--- config.mk ---
export PLATFORM = sky130hd
export DESIGN_NAME = fast_sdram_chan
export DESIGN_NICKNAME = d
export VERILOG_FILES = /design/src/rtl/mips_mem_pkg.sv /design/src/rtl/fast_sdram_chan.sv
export SDC_FILE = /design/constraint.sdc
export NUM_CORES = 1
export LEC_CHECK = 0
export BUFFER_PORTS_ARGS = -buffer_cell sky130_fd_sc_hd__buf_2
export CORE_MARGIN = 8
export CORE_UTILIZATION = 43
export DETAILED_ROUTE_END_ITERATION = 7
export GPL_TIMING_DRIVEN = 0
export PLACE_DENSITY = 0.63
export SYNTH_ARGS = -nofsm -noshare
export SYNTH_HDL_FRONTEND = slang
export SYNTH_SLANG_ARGS = --single-unit
--- constraint.sdc ---
create_clock -name clk_i -period 2.89 [get_ports clk_i]
set_clock_uncertainty 0.2 [all_clocks]
set_input_delay 0.578 -clock clk_i [delete_from_list [all_inputs] [get_ports clk_i]]
set_output_delay 0.578 -clock clk_i [all_outputs]
set_load 0.01 [all_outputs]
--- src/rtl/mips_mem_pkg.sv ---
// Shared widths and channel types for the fast behavioural SDRAM model.
package mips_mem_pkg;

  localparam int unsigned ADDR_WIDTH = 26;
  localparam int unsigned LEN_WIDTH  = 8;
  localparam int unsigned DATA_WIDTH = 32;

  typedef enum logic [1:0] {IDLE, WAIT, XFER, DONE} chan_state_e;

  typedef enum logic {MODE_READ, MODE_WRITE} chan_mode_e;

endpackage

--- src/rtl/fast_sdram_chan.sv ---
// One burst channel: accept, fixed delay, beat counting and word-index generation.
// With FAST_SDRAM_TRACE_EN defined, each accepted burst is printed.
module fast_sdram_chan
  import mips_mem_pkg::*;
#(
  parameter chan_mode_e  MODE  = MODE_READ,
  parameter int unsigned DELAY = 20,
  parameter int unsigned DEPTH = 2**20,
  parameter int unsigned IDX_W = $clog2(DEPTH)
) (
  input  logic                  clk_i,
  input  logic                  rst_i,
  input  logic                  go_i,
  input  logic [ADDR_WIDTH-1:0] base_i,
  input  logic [LEN_WIDTH-1:0]  len_i,
  input  logic                  advance_i,
  output logic                  flag_o,
  output logic                  done_o,
  output logic [IDX_W-1:0]      idx_o
);

  localparam int unsigned WORD_W = ADDR_WIDTH - 2;

  chan_state_e          state_q, state_d;
  logic [31:0]          dly_q, dly_d;
  logic [WORD_W-1:0]    base_q, base_d;
  logic [LEN_WIDTH-1:0] len_q, len_d;
  logic [LEN_WIDTH-1:0] k_q, k_d;
  logic                 flag_q, flag_d;
  logic                 done_q, done_d;
  logic [31:0]          word_sum;
  logic                 unused_base_lsb;

  assign unused_base_lsb = ^base_i[1:0];

  always_comb begin
    state_d = state_q;
    dly_d   = dly_q;
    base_d  = base_q;
    len_d   = len_q;
    k_d     = k_q;
    unique case (state_q)
      IDLE: begin
        if (go_i) begin
          base_d = base_i[ADDR_WIDTH-1:2];
          len_d  = len_i;
          k_d    = '0;
          if (DELAY == 0) begin
            state_d = (len_i == '0) ? DONE : XFER;
          end else begin
            state_d = WAIT;
            dly_d   = DELAY - 1;
          end
        end
      end
      WAIT: begin
        if (dly_q == '0) begin
          state_d = (len_q == '0) ? DONE : XFER;
        end else begin
          dly_d = dly_q - 1;
        end
      end
      XFER: begin
        if (advance_i) begin
          k_d = k_q + 1'b1;
          if ((k_q + 1'b1) == len_q) begin
            state_d = DONE;
          end
        end
      end
      DONE:    state_d = IDLE;
      default: state_d = IDLE;
    endcase
    // Read channels flag "beat available"; write channels flag "full".
    flag_d = (MODE == MODE_WRITE) ? (state_d != XFER) : (state_d == XFER);
    done_d = (state_d == DONE);
  end

  always_ff @(posedge clk_i) begin
    if (rst_i) begin
      state_q <= IDLE;
      dly_q   <= '0;
      base_q  <= '0;
      len_q   <= '0;
      k_q     <= '0;
      flag_q  <= (MODE == MODE_WRITE);
      done_q  <= 1'b0;
    end else begin
      state_q <= state_d;
      dly_q   <= dly_d;
      base_q  <= base_d;
      len_q   <= len_d;
      k_q     <= k_d;
      flag_q  <= flag_d;
      done_q  <= done_d;
    end
  end

  assign word_sum = 32'(base_q) + 32'(k_q);
  assign idx_o    = IDX_W'(word_sum % DEPTH);
  assign flag_o   = flag_q;
  assign done_o   = done_q;

`ifdef FAST_SDRAM_TRACE_EN
  always_ff @(posedge clk_i) begin
    if (!rst_i && state_q == IDLE && go_i) begin
      $display("%0t fast_sdram %s burst base=0x%h len=%0d", $time,
               (MODE == MODE_WRITE) ? "write" : "read", base_i, len_i);
    end
  end
`endif

endmodule

**Word-level counts from Yosys, hierarchy flattened**

Cells that the tools add are included.

- Flip-flop bits (word level): 72
- Bits in latches: 0
- Memory bits (writable): 0
- Bits in read-only memories: 0
- Word-level logic and storage cells: 39
- Memories: 0

- Add/subtract/negate cells: 3
- $mul: 0
- Divide/modulo/power cells: 0
- Order comparisons: 0
- Equal/unequal tests: 9
- Shift operators: 0
- Mux-type cells: 12
- Bitwise logic cells: 0
- Reductions and logical operators: 8

Operator list:

| operator | count |
|---|---|
| 2-to-1 mux 32 bit | 2 |
| case mux 32 bit (2 select lines) | 1 |
| zero test 32 bit | 1 |
| subtractor 32 x 1 -> 32 bit, second input constant | 1 |
| adder 20 x 8 -> 20 bit | 1 |
| 2-to-1 mux 8 bit | 2 |
| case mux 8 bit (2 select lines) | 1 |
| adder 8 x 1 -> 8 bit, second input constant | 1 |
| == test 2 bit, second input constant | 4 |
| == test 8 bit | 1 |
| zero test 8 bit | 1 |
| 2-to-1 mux 2 bit | 4 |
| case mux 2 bit (4 select lines) | 1 |
| != test 2 bit, second input constant | 3 |
| AND reduction 3 bit | 2 |
| nonzero test 2 bit | 2 |
| == test 2 x 1 -> 1 bit, second input constant | 1 |
| zero test 2 bit | 1 |
| AND reduction 2 bit | 1 |
| 2-to-1 mux 1 bit | 1 |

**Logic depth before layout (Yosys ltp)**

Gate-level depths: netlist (run 1).

- Depth in word-level cells: 6
- Mapped depth: 9

**Worst setup path after synthesis (run 1)**

OpenSTA, ideal clock, no wires.

- Path kind: reg-to-output
- From: reg k_q[0]
- To: out idx_o[16]
- Arrival: 2.072 ns
- Data required time: 2.112 ns
- Setup slack: 0.040 ns
- Stages on the path, launching flop included: 9
- Cells stage by stage: dfxtp_1 -> ha_1 -> inv_1 -> fa_1 -> nor2b_1 -> o31a_1 -> o311ai_1 -> a211oi_1 -> xor2_1

- Word-level cells in the longest chain between the ends: 1

Ends and longest elaborated chain:

| what | RTL line | text |
|---|---|---|
| start: declaration | fast_sdram_chan.sv:28 | `logic [LEN_WIDTH-1:0] k_q, k_d;` |
| start signal: assignment | fast_sdram_chan.sv:93 | `k_q <= k_d;` |
| adder 20 x 8 -> 20 bit | fast_sdram_chan.sv:99 | `assign word_sum = 32'(base_q) + 32'(k_q);` |
| end: declaration | fast_sdram_chan.sv:19 | `output logic [IDX_W-1:0] idx_o` |

Every way passes these cells.

**Final worst setup path (run 1)**

- From: reg k_q[0]
- To: out idx_o[18]

Same word-level chain as after synthesis.

==> impl_results.md, run 1 <==
- Status: finished, violations left
- Failing checks: setup timing
- Core area: 9110 sq um
- Share of the synthesized area in the top cell type: 0.363
- Flop pwr share: 0.298
- Leading cell types by total area after synthesis: dfxtp_1, a21oi_1, nand2_1
- Post-synthesis async set-or-reset flop share: 0
- Synth Flop Type: dfxtp_1
- Clk_lat worst skew: 350 ps
- FF+latch count, synth: 72
- PwrDens: slightly above 1000 nW/um^2
- Setup-failing EPs final: 15
- CP Class: reg -> out
- DRT iter0 DRCs: 193
- Period minus WS final: 3200 ps
- Crit path max fanout: 6
- Most numerous cell in the Yosys netlist: nand2_1
- CP arrival: 2420 ps
- Setup WS post-layout: -311 ps
- Static Leak: 1.91 nW
- Register area share after synthesis: 0.363
- Commonest cells post-synth: nand2_1, dfxtp_1, a21oi_1
- Initial antenna violation count: 0
- Gpl congestion: 0.817
- Congestion Overflow GR: 0
- Fin Setup TNS: -3050 ps
- CTS tree: built
- Floorplan row count: 35
- Pre-CTS WS: -455 ps
- Hold buffers post-CTS: 0
- Routed vias/inst: 5.65
- Tightest Hold Check Type: in -> reg
- CP endpoint kind: primary output
- Max Slew Vio Count: 0
- Syn nets: 548
- CTS Buffer Depth: 2
- Pin count of the biggest net entering global routing: 12
- Global-route wire length before repair: 17.8 mm
- Area growth, synth to finish: 24.5%
- PortBufs: 53
- Gate count of the mapped netlist: 498
- Syn Std Cell Area: 3970 sq um
- Final worst-path cycle share: 1.11
- Worst-path clk slew: 80 ps
- Nets: between 600 and 700
- CTS Buf Count: 9
- Sink Count: 72
- Worst VDD drop: around 0.58 mV
- Post-Route WL: 10.7 mm
- Avg WL per Cell: 15.4 um
- TritonRoute pass-1 iters: 4
- Relative slew slack: 0.278
- Post-synth EDFFs: 0
- Gr usage total: 0.169
- HPWL Detailed: 7.58 mm
- RSZ-0062 raised after global routing: true
- Crit path required time: about 2100 ps
- Die Span X: 112 um
- Root Buffer: clkbuf_8
- Cell-internal power: 0.00281 W
- Vias in the first global route: approximately 3700
- Share of cells above drive strength 1: 0.232
- Dpl cells: 662
- Inserted Diodes: 0
- Io pins: 60
- Max cap viols: 0
- Cell taking the most area after synthesis: dfxtp_1
- Via count: 3922
- Filler Cells Inserted: about 860
- Final Hold Fails: 0
- Die height: 112 um
- Sw Ratio: 0.439
- Ys Warns: 0
- Unique masters post-synth: 57
- Psw: 0.00219 W
- Avg Inst Size Synth: 7.97 sq um
- ANT nets after route: 0
- Startpoint type of the worst setup path: flop
- # DRC: 0
- Max frequency: 312 MHz
- Final Non-Filler Cells: slightly below 700
- Die ar.: between 10000 and 15000 sq um
- Starting Density: 0.436
- Htree depth: 3
- Clock Power Share: 0.185
- Worst slew pin tran: 1080 ps
- Fin util: 0.542
- Combinational power share: 0.517
## metal layers
| layer | track usage | vias up | part of all wire |
|---|---|---|---|
| li1 | - | 1984 | - |
| met1 | 0.225 | 1825 | 0.49 |
| met2 | 0.259 | 97 | 0.44 |
| met3 | 0.0446 | 16 | 0.057 |
| met4 | 0.0576 | 0 | 0.013 |
| met5 | 0 | - | 0 |
## cells by family (layout without fill, tap and decap cells)
kind of cell	after synthesis	count (layout)	share of synthesized area
and+or+nand+nor	214	214	0.281
adders and majority gates	12	12	0.0397
AOI/OAI and AO/OA	131	131	0.205
xor gates and xnor gates	30	30	0.0662
buffers and inverters	35	120	0.0347
muxes	4	4	0.0101
DFF	72	72	0.363
## flip-flops by register name (all words and copies together), names as in the netlist
| name | count |
|---|---|
| k_q | 8 |
| len_q | 8 |
| base_q | 20 |
| flag_o | 1 |
| done_o | 1 |
| dly_q | 32 |
| state_q | 2 |
## layout by cell type (no fill, tap or decap), drive strengths merged, types with 7 or more instances in the layout
cell / count
buf: 72
nor3: 16
nand2: 77
clkbuf: 36
or3: 18
ha: 11
xor2: 11
a21oi: 61
o31ai: 9
inv: 10
dfxtp: 72
xnor2: 19
o21ai: 19
nand3: 9
or4: 13
nand4: 7
nor2: 24
nor4: 14
## per-stage QoR
| stage | hold WS, ps | power (W) | instance area (sq um) |
|---|---|---|---|
| 3_3_place_gp | 249 | 0.00397 | 4370 |
| 4_1_cts | 244 | 0.00498 | 4870 |
| 6_report | 256 | 0.00500 | 4940 |
| 2_1_floorplan | 241 | 0.00340 | 3970 |
| 3_5_place_dp | 253 | 0.00401 | 4370 |
| 5_1_grt | 248 | 0.00544 | 4940 |
## timing repair
action,in CTS,in global routing
resized for setup,40,14
setup buffers,15,5
endpoints found under the setup margin,16,16
pin swaps,13,17
hold endpoints to repair,0,0
## layout make-up
type	count	area (sq um)	area share
inverter	10	37.5	0.00760
timing repair buffer	69	397	0.0803
tap	111	139	0.0281
clock buffer	14	173	0.0349
clock inverter	2	60.1	0.0122
sequential	72	1460	0.296
multi-input combinational	391	2570	0.520
buffer	25	100	0.0203
## power by group through the flow
stage / logic (W) / clock network (W) / registers [W]
after floorplan: 0.00195 / 0 / 0.00145
after global placement: 0.00248 / 0 / 0.00149
after detailed placement: 0.00251 / 0 / 0.00150
after CTS: 0.00255 / 0.000947 / 0.00149
after global routing: 0.00292 / 0.000984 / 0.00154
final: 0.00259 / 0.000925 / 0.00149
## worst paths after layout
check / start / to / slack [ps] / cells after the start
max: k_q[0] / idx_o[18] / -310 / 9
min: base_i[6] / base_q[4] / 260 / 3
max reg2reg: dly_q[0] / dly_q[25] / 270 / 9
min reg2reg: base_q[3] / base_q[3] / 280 / 2
## worst max-delay path, stage by stage, from the launching register on
cell and delay (ps):
dfxtp_4 360, ha_4 170, inv_2 60, fa_2 210, nor2b_2 60, o31a_1 340, o311ai_4 400, a21oi_1 160
xor2_1 180, buf_2 150
(Power assumes the default switching activity.)
==> inputs of run 2 (changes only) <==
--- a/config.mk
+++ b/config.mk
@@ -14,3 +14,4 @@
 export SYNTH_ARGS = -nofsm -noshare
 export SYNTH_HDL_FRONTEND = slang
 export SYNTH_SLANG_ARGS = --single-unit
+export TNS_END_PERCENT = 1
==> impl_results.md, run 2 (synthesis results as in run 1) <==
- Status: finished, violations left (unchanged)
- Failing checks: setup timing (unchanged)
- Worst-path cell chain: ha_4, inv_2, fa_2, nor2b_2, o31a_1, o311ai_4, a21oi_1, xor2_1, buf_2 (unchanged)
- TritonRoute pass-1 iters: 4 (unchanged)
- Worst slew pin tran: 1080 ps (about the same)
- Core area: 9110 sq um (unchanged)
- CP Class: reg -> out (unchanged)
- ANT nets after route: 0 (unchanged)
- Htree depth: 3 (unchanged)
- WHS Path Cells: 3 (unchanged)
- Psw: 0.00219 W (about the same)
- PortBufs: 53 (unchanged)
- Gr usage total: 0.165 (was 0.169)
- CP arrival: 2450 ps (was 2420 ps)
- Slowest-stage cell, CP: o311ai_4 (unchanged)
- Sw Ratio: 0.439 (about the same)
- Share of cells above drive strength 1: 0.200 (was 0.232)
- Congestion Overflow GR: 0 (unchanged)
- Starting Density: 0.436 (unchanged)
- Cell-internal power: 0.00280 W (was 0.00281 W)
- HPWL Detailed: 7.58 mm (unchanged)
- # DRC: 0 (unchanged)
- Via count: 3831 (was 3922)
- Setup WS post-layout: -340 ps (was -311 ps)
- Pin count of the biggest net entering global routing: 12 (unchanged)
- PwrDens: 1050 nW/um^2 (was 1010 nW/um^2)
- Avg WL per Cell: 15.2 um (was 15.4 um)
- Nets: 616 (was 628)
- WHS: 257 ps (was 256 ps)
- Global-route wire length before repair: 17.4 mm (was 17.8 mm)
- Max cap viols: 0 (unchanged)
- Initial antenna violation count: 0 (unchanged)
- Post-Route WL: 10.4 mm (was 10.7 mm)
- Commonest non-fill, non-tap cell in the layout: nand2_1 (unchanged)
- R2R cell count: 9 (unchanged)
- Die ar.: 12600 sq um (unchanged)
- Crit path depth: 9 (unchanged)
- Max Slew Vio Count: 0 (unchanged)
- Max frequency: 310 MHz (was 312 MHz)
- Crit-path leading delay family: compound AO/OA/AOI/OAI gates (unchanged)
- Worst-path clk slew: 80 ps (about the same)
- Die Span X: 112 um (unchanged)
- Vias in the first global route: 3621 (was 3715)
- DRT iter0 DRCs: 236 (was 193)
- Final Hold Fails: 0 (unchanged)
- Floorplan row count: 35 (unchanged)
- Relative slew slack: 0.281 (was 0.278)
- Final worst-path cycle share: 1.12 (was 1.11)
- Sink Count: 72 (unchanged)
- Clock Power Share: 0.185 (about the same)
- Period minus WS final: 3230 ps (was 3200 ps)
- Io pins: 60 (unchanged)
- Met1 Use GR: 0.221 (was 0.225)
- GRT busiest layer: met2 (unchanged)
- Die height: 112 um (unchanged)
- Grt met3 use: 0.0435 (was 0.0446)
- Max incr delay on CP: 380 ps (was 400 ps)
- Combinational power share: 0.517 (about the same)
- Root Buffer: clkbuf_8 (unchanged)
- RSZ-0062 raised after global routing: true (unchanged)
- Hold buffers post-CTS: 0 (unchanged)
- Max FFs per register: 32 (unchanged)
- Setup-failing EPs final: 13 (was 15)
- Design Power: 0.00499 W (was 0.00500 W)
- Commonest non-fill, non-tap cells in the layout: nand2_1, dfxtp_1, a21oi_1 (unchanged)
- Worst VDD drop: 0.580 mV (was 0.578 mV)
- Inserted Diodes: 0 (unchanged)
- Startpoint type of the worst setup path: flop (unchanged)
- Crit path max fanout: 6 (unchanged)
- Flop pwr share: 0.298 (about the same)
- Clk_lat worst skew: 350 ps (about the same)
- CP endpoint kind: primary output (unchanged)
- Cell area after layout: 4770 sq um (was 4940 sq um)
- CTS Buf Count: 9 (unchanged)
- CTS Buffer Depth: 2 (unchanged)
- Buffer and inverter count on the worst path: 2 (unchanged)
- Area growth, synth to finish: 20.2% (was 24.5%)
- Most flops, register: dly_q (unchanged)
- Top Registers: dly_q: 32 flops, base_q: 20 flops (unchanged)
- Routed vias/inst: 5.62 (was 5.65)
- Tightest Hold Check Type: in -> reg (unchanged)
- Met2 usage: 0.252 (was 0.259)
- Static Leak: 1.85 nW (was 1.91 nW)
- Gpl congestion: 0.817 (unchanged)
- Crit path required time: 2110 ps (about the same)
- CTS tree: built (unchanged)
- Area post-placement: 4370 sq um (unchanged)
- Filler Cells Inserted: 893 (was 864)
## run 2: per-stage QoR
step                      instances  worst slack (ps)  utilization  TNS (ps)
after floorplan                 498              40.1            -         0
after global placement          662              -405        0.480     -3000
after detailed placement        662              -455        0.480     -3500
after CTS                       680              -296        0.514     -3090
after global routing            682              -430        0.524     -4340
final                           682              -340        0.524     -2770
## run 2: layout make-up
type | instances | area, sq um | area share
Inverter | 10 | 37.5 | 0.00787
Multi-Input combinational cell | 391 | 2500 | 0.525
Tap cell | 111 | 139 | 0.0291
Sequential cell | 72 | 1460 | 0.306
Clock buffer | 14 | 173 | 0.0362
Clock inverter | 2 | 60.1 | 0.0126
Buffer | 25 | 100 | 0.0210
Timing Repair Buffer | 57 | 299 | 0.0627
## run 2: routing by layer
metal  wire length [um]  part of all wire  up-vias
met5                  0                 0        -
met2               4520              0.44      101
li1                   -                 -     1954
met3                585             0.056       14
met1               5120              0.49     1762
met4                149             0.014        0
## run 2: final timing paths
kind                            startpoint        end  slack, ps
worst max-delay path                k_q[0]  idx_o[18]       -340
worst min-delay path             base_i[6]  base_q[4]        260
worst max register to register    dly_q[0]  dly_q[25]        270
worst min register to register   base_q[6]  base_q[6]        270
## run 2: timing repair
item | 4_1_cts | 5_1_grt
gates resized for setup | 16 | 22
hold endpoints to repair | 0 | 0
buffers inserted | 2 | 2
setup endpoints to repair | 16 | 16
pin swaps | 2 | 3
## run 2: power by group through the flow
stage | clock network [W] | logic, W | registers [W]
detailed placement | 0 | 0.00251 | 0.00150
floorplan | 0 | 0.00195 | 0.00145
finish | 0.000922 | 0.00258 | 0.00149
global route | 0.000984 | 0.00291 | 0.00153
global placement | 0 | 0.00248 | 0.00149
CTS | 0.000947 | 0.00254 | 0.00148
## run 2: tightest hold or removal path, cell delays in order
cell	delay, ps
buf_2	100
nand2_1	50
a21oi_1	50
